$ cat src/rtl/winograd_sched.sv
// rtl/winograd_sched.sv - Winograd job controller: credit-gated tile issue, channel accumulation, output FIFO
module winograd_sched #(
    parameter int IN_SIZE_0  = 4,
    parameter int IN_SIZE_1  = 8,
    parameter int DP_SIZE    = ((IN_SIZE_1 + 1) * 2) + 6,
    parameter int ACC_SIZE   = 32,
    parameter int FIFO_DEPTH = 4,
    parameter int CNT_WIDTH  = 8
) (
    input  logic                 clk_i,
    input  logic                 rst_i,
    input  logic                 start_i,
    input  logic [CNT_WIDTH-1:0] num_tiles_i,
    input  logic [CNT_WIDTH-1:0] num_ch_i,
    output logic                 busy_o,
    output logic                 done_o,
    input  logic                 in_valid_i,
    output logic                 in_ready_o,
    input  logic [IN_SIZE_0-1:0] in_0_i [0:7],
    input  logic [IN_SIZE_1-1:0] in_1_i [0:7],
    output logic [IN_SIZE_0-1:0] dp_in_0_o [0:7],
    output logic [IN_SIZE_1-1:0] dp_in_1_o [0:7],
    input  logic [DP_SIZE-1:0]   dp_out_i [0:1],
    output logic                 out_valid_o,
    input  logic                 out_ready_i,
    output logic [ACC_SIZE-1:0]  out_data_o [0:1],
    output logic                 out_last_o
);
    localparam int AW = $clog2(FIFO_DEPTH);
    localparam int CW = $clog2(FIFO_DEPTH + 1);

    typedef enum logic [1:0] {S_IDLE, S_RUN, S_DRAIN, S_DONE} state_t;
    typedef struct packed {
        logic valid;
        logic first_ch;
        logic last_ch;
        logic last_tile;
    } tag_t;

    state_t               state;
    logic [CNT_WIDTH-1:0] num_tiles_q, num_ch_q, tile_cnt, ch_cnt;
    tag_t                 tag_q [0:1];
    logic [ACC_SIZE-1:0]  acc_q [0:1];
    logic [ACC_SIZE-1:0]  sum [0:1];
    logic [ACC_SIZE-1:0]  fifo_data [0:FIFO_DEPTH-1][0:1];
    logic                 fifo_last [0:FIFO_DEPTH-1];
    logic [AW-1:0]        wr_ptr, rd_ptr;
    logic [CW-1:0]        fifo_count, fifo_count_nxt;
    logic [1:0]           inflight_lc;
    logic [CW:0]          credit_used;
    logic                 issue, push, pop, ch_wrap, tile_last, final_issue, drain_done;

    function automatic logic [AW-1:0] ptr_inc(input logic [AW-1:0] p);
        return (p == AW'(FIFO_DEPTH - 1)) ? '0 : p + AW'(1);
    endfunction

    // Every in-flight last_ch tag already owns a FIFO slot, so issue stops before the FIFO can overflow.
    assign inflight_lc = {1'b0, tag_q[0].valid && tag_q[0].last_ch}
                       + {1'b0, tag_q[1].valid && tag_q[1].last_ch};
    assign credit_used = {1'b0, fifo_count} + (CW + 1)'(inflight_lc);
    assign in_ready_o  = (state == S_RUN) && (credit_used < (CW + 1)'(FIFO_DEPTH));
    assign issue       = in_valid_i && in_ready_o;

    assign ch_wrap     = (ch_cnt == num_ch_q - CNT_WIDTH'(1));
    assign tile_last   = (tile_cnt == num_tiles_q - CNT_WIDTH'(1));
    assign final_issue = issue && ch_wrap && tile_last;

    assign push        = tag_q[1].valid && tag_q[1].last_ch;
    assign out_valid_o = (fifo_count != '0);
    assign pop         = out_valid_o && out_ready_i;
    assign out_last_o  = out_valid_o && fifo_last[rd_ptr];
    assign drain_done  = !tag_q[0].valid && (fifo_count_nxt == '0);

    always_comb begin
        for (int i = 0; i < 8; i++) begin
            dp_in_0_o[i] = issue ? in_0_i[i] : '0;
            dp_in_1_o[i] = issue ? in_1_i[i] : '0;
        end
    end

    always_comb begin
        for (int k = 0; k < 2; k++) begin
            sum[k]        = (tag_q[1].first_ch ? '0 : acc_q[k]) + ACC_SIZE'($signed(dp_out_i[k]));
            out_data_o[k] = out_valid_o ? fifo_data[rd_ptr][k] : '0;
        end
    end

    always_comb begin
        fifo_count_nxt = fifo_count;
        if (push && !pop) begin
            fifo_count_nxt = fifo_count + CW'(1);
        end else if (pop && !push) begin
            fifo_count_nxt = fifo_count - CW'(1);
        end
    end

    always_ff @(posedge clk_i) begin
        if (rst_i) begin
            state       <= S_IDLE;
            busy_o      <= 1'b0;
            done_o      <= 1'b0;
            num_tiles_q <= '0;
            num_ch_q    <= '0;
            tile_cnt    <= '0;
            ch_cnt      <= '0;
            tag_q[0]    <= '0;
            tag_q[1]    <= '0;
            acc_q[0]    <= '0;
            acc_q[1]    <= '0;
        end else begin
            tag_q[0] <= issue ? {1'b1, ch_cnt == '0, ch_wrap, tile_last} : 4'b0;
            tag_q[1] <= tag_q[0];
            if (tag_q[1].valid) begin
                acc_q[0] <= sum[0];
                acc_q[1] <= sum[1];
            end
            if (issue) begin
                if (ch_wrap) begin
                    ch_cnt   <= '0;
                    tile_cnt <= tile_cnt + CNT_WIDTH'(1);
                end else begin
                    ch_cnt <= ch_cnt + CNT_WIDTH'(1);
                end
            end
            case (state)
                S_IDLE: begin
                    if (start_i) begin
                        num_tiles_q <= num_tiles_i;
                        num_ch_q    <= num_ch_i;
                        tile_cnt    <= '0;
                        ch_cnt      <= '0;
                        if (num_tiles_i != '0 && num_ch_i != '0) begin
                            state  <= S_RUN;
                            busy_o <= 1'b1;
                        end else begin
                            state  <= S_DONE;
                            done_o <= 1'b1;
                        end
                    end
                end
                S_RUN: begin
                    if (final_issue) begin
                        state <= S_DRAIN;
                    end
                end
                S_DRAIN: begin
                    if (drain_done) begin
                        state  <= S_DONE;
                        busy_o <= 1'b0;
                        done_o <= 1'b1;
                    end
                end
                S_DONE: begin
                    state  <= S_IDLE;
                    done_o <= 1'b0;
                end
                default: state <= S_IDLE;
            endcase
        end
    end

    always_ff @(posedge clk_i) begin
        if (rst_i) begin
            wr_ptr     <= '0;
            rd_ptr     <= '0;
            fifo_count <= '0;
        end else begin
            if (push) begin
                wr_ptr <= ptr_inc(wr_ptr);
            end
            if (pop) begin
                rd_ptr <= ptr_inc(rd_ptr);
            end
            fifo_count <= fifo_count_nxt;
            assert (!(push && !pop && (fifo_count == CW'(FIFO_DEPTH))));
        end
    end

    // Storage needs no reset: out_valid_o gates every read of it.
    always_ff @(posedge clk_i) begin
        if (push) begin
            fifo_data[wr_ptr][0] <= sum[0];
            fifo_data[wr_ptr][1] <= sum[1];
            fifo_last[wr_ptr]    <= tag_q[1].last_tile;
        end
    end

endmodule

$ cat config.mk
export PLATFORM = sky130hd
export DESIGN_NAME = winograd_sched
export DESIGN_NICKNAME = d
export VERILOG_FILES = /design/src/rtl/winograd_sched.sv
export SDC_FILE = /design/constraint.sdc
export NUM_CORES = 1
export LEC_CHECK = 0
export CAP_MARGIN = 10
export CORE_UTILIZATION = 60
export CTS_BUF_LIST = sky130_fd_sc_hd__clkbuf_4
export DETAILED_ROUTE_END_ITERATION = 8
export PLACE_DENSITY = 0.89
export SKIP_LAST_GASP = 1
export SLEW_MARGIN = 15
export SYNTH_ARGS = -nofsm -noshare
export SYNTH_HDL_FRONTEND = slang
export SYNTH_SLANG_ARGS = --single-unit
$ cat constraint.sdc
create_clock -name clk_i -period 5.6 [get_ports clk_i]
set_input_delay 1.68 -clock clk_i [delete_from_list [all_inputs] [get_ports clk_i]]
set_output_delay 1.68 -clock clk_i [all_outputs]
set_load 0.03 [all_outputs]
==> flow_summary.toml <==
[logic_synthesis]
synth-seq-area-share_pct = 55.11
synth_flop_cell = "edfxtp_1"
synth_area_leaders = "edfxtp_1 50%, mux4_2 7.5%, and2_1 7.0%"
syn-cell-area_mm2 = 0.01958
synth_nets = 1829
synth_top_area_share_pct = 49.69
synth_area_per_cell_um2 = 12.38
synth_area_leader_cell = "edfxtp_1"
synth_seq_cells = 377
synth_edf_count = 324
yosysUniqueCellTypes = 71
yosysWarnings = 0
async_reset_ff_share_pct = 0
synth_most_common_cell = "edfxtp_1"
synth_common_cells = "324 x edfxtp_1, 219 x and2_1, 100 x nand2_1"
synth_cells = 1581

[timing]
hold_viol_final = 0
fmax_mhz = 202.4
fin_crit_ns = 4.941
worst_pin_slew_ns = 0.7984
hold_ws_ns = 0.4473
relSlewSlack_pct = 46.77
maxSlewViolCount = 0
skew_ns = 0.04326
setup_tns_ns = 0
post-route-period-util_pct = 88.24
rsz0062_at_grt = "false"
finalSetupViolCount = 0

[clock_tree]
cts_max_path_buffers = 3
cts_tree = "built"
htreeDepth = 3
cts-root-buf = "clkbuf_4"
postCtsResizedCells = 0
cts_post_setup_buffers_inserted = 0
clkLatencyLatePin_ns = 0.71
cts.sink_count = 377
hold_buffers = 0
cts_buffers = 90
clkSlewWorstSetupHoldPaths_ns = 0.07

[route]
wl_per_cell_um = 21.21
drt-initial-drc-count = 1243
routed_wl_um = 52010
antenna_left = 0
vias_per_cell = 5.869
drtPass1Iterations = 8
drc_errors = 0
vias = 14390

[worst_setup_path]
crit_end = "dp_in_1_o[40]"
timing.rr.end = "fifo_data[0][29]"
startpoint = "in_valid_i"
reg2reg_depth = 10
crit_path_max_fanout = 102
r2r_setup_slack_ns = 1.62
cp.arrival_ns = 3.26
critPathRequiredTime_ns = 3.92
crit_path_end_kind = "primary output"
cpMostUsedCell = "buf_12"
crit_type = "input port to primary output"
cp_slowest_cell = "clkdlybuf4s50_1"
slowest_delay_ns = 0.53
worstReg2RegStart = "tag_q[0][6]"
startpoint_type = "input port"
crit_chain = "clkdlybuf4s50_1 > inv_1 > a211oi_4 > buf_12 > and2_1 > buf_12"

[die]
rows = 65
die_area_mm2 = 0.03336
coreArea_mm2 = 0.03180
ios = 330
die_width_um = 182.6
initial_core_util_pct = 61.57
chipHeight_um = 182.6

[min_path]
hold_start = "tag_q[0][0]"
hold_class = "register to register"
min_path_cells = 1

[final_layout]
synthToLayoutAreaGrowth_pct = 26.40
layout-drive-gt1-share_pct = 17.11
layout.nets = 2193
final_core_util_pct = 77.82

[global_route]
gr-total-overflow = 0
grt_pass1_wl_um = 79620
grt_start_max_net_pins = 103
antenna_found_initial = 1
grt_use_total_pct = 31.72
grt_pass1_vias = 14590

[flow_run]
max_cap_viol_count = 0

[power]
powerDensity_mw_per_mm2 = 383.8
p_leak_nw = 9.204
irDropWorstVdd_v = 0.0002290

[place]
routabilityCongestion = 0.9558
dpl.hpwl_um = 37400
numPortBuffers = 329

[run_status]
status = "finished clean"
placed cells by master (no fill, tap or decap), types with 50 or more instances in the layout:
cell and instances:
and2_1 219, clkdlybuf4s50_1 233, a21oi_1 94, nor2_1 57, edfxtp_1 324, nand2_1 100, nor2b_1 76, dfxtp_1 50
ha_1 81, clkbuf_4 129, mux4_2 65, buf_4 68
how the worst min path moves through the flow:
stage	end
6_report	tag_q[0][4]
5_1_grt	tag_q[0][4]
4_1_cts	tag_q[0][4]
3_5_place_dp	tag_q[0][4]
3_3_place_gp	tag_q[0][6]
2_1_floorplan	tag_q[0][4]
critical path, delay by kind of cell:
family / cells / cell delay [ns]
buffers and inverters: 4 / 1.08
AOI/OAI and AO/OA: 1 / 0.21
and+or+nand+nor: 1 / 0.25
logic make-up after synthesis:
group,Yosys count,synth area share (%)
buffers and inverters,106,2.058
AO/OA/AOI/OAI,261,8.602
AND/OR/NAND/NOR,593,16.98
multiplexers,79,8.199
flip-flops,377,55.11
adder cells (fa/ha/maj),83,5.381
XOR/XNOR,82,3.668
per-layer routing:
metal	GRT usage, %	vias to the layer above	share of wire, %
met5	0	-	0
met4	13.88	0	3.6
met3	5.907	90	6.4
met2	57.94	637	53
met1	36.11	7037	37
li1	-	6628	-
through the flow:
stage	cell area, um2	power, W	std cells	worst slack (ns)
after global placement	23610	0.007272	2288	0.6705
after floorplan	19580	0.005861	1581	1.219
after detailed placement	23610	0.007359	2288	0.6547
final	24750	0.009497	2452	0.6587
after CTS	24750	0.009545	2451	0.6457
after global routing	24750	0.009947	2452	0.4985
flip-flops by register name (all words and copies together), names as in the netlist, named ones only:
register     flops
acc_q           64
busy_o           1
ch_cnt           8
done_o           1
fifo_count       3
fifo_data      256
fifo_last        4
num_ch_q         8
num_tiles_q      8
rd_ptr           2
state            2
tag_q            8
tile_cnt         8
wr_ptr           2
layout make-up:
cell class              count  area (um2)
diodes                      1       2.502
clock buffers             129       968.4
clock inverters            34       163.9
fillers                  1890        7052
well taps                 435       544.3
flip-flops and latches    377       10800
multi-input cells        1098        8408
inverters                  32       120.1
repair buffers            346        3744
power by group:
group | total [W] | switching (W) | internal, W
Combinational | 0.00391 | 0.00222 | 0.00169
Sequential | 0.00340 | 0.000125 | 0.00328
Clock | 0.00218 | 0.00107 | 0.00111
Power figures use the tool's default switching activity.
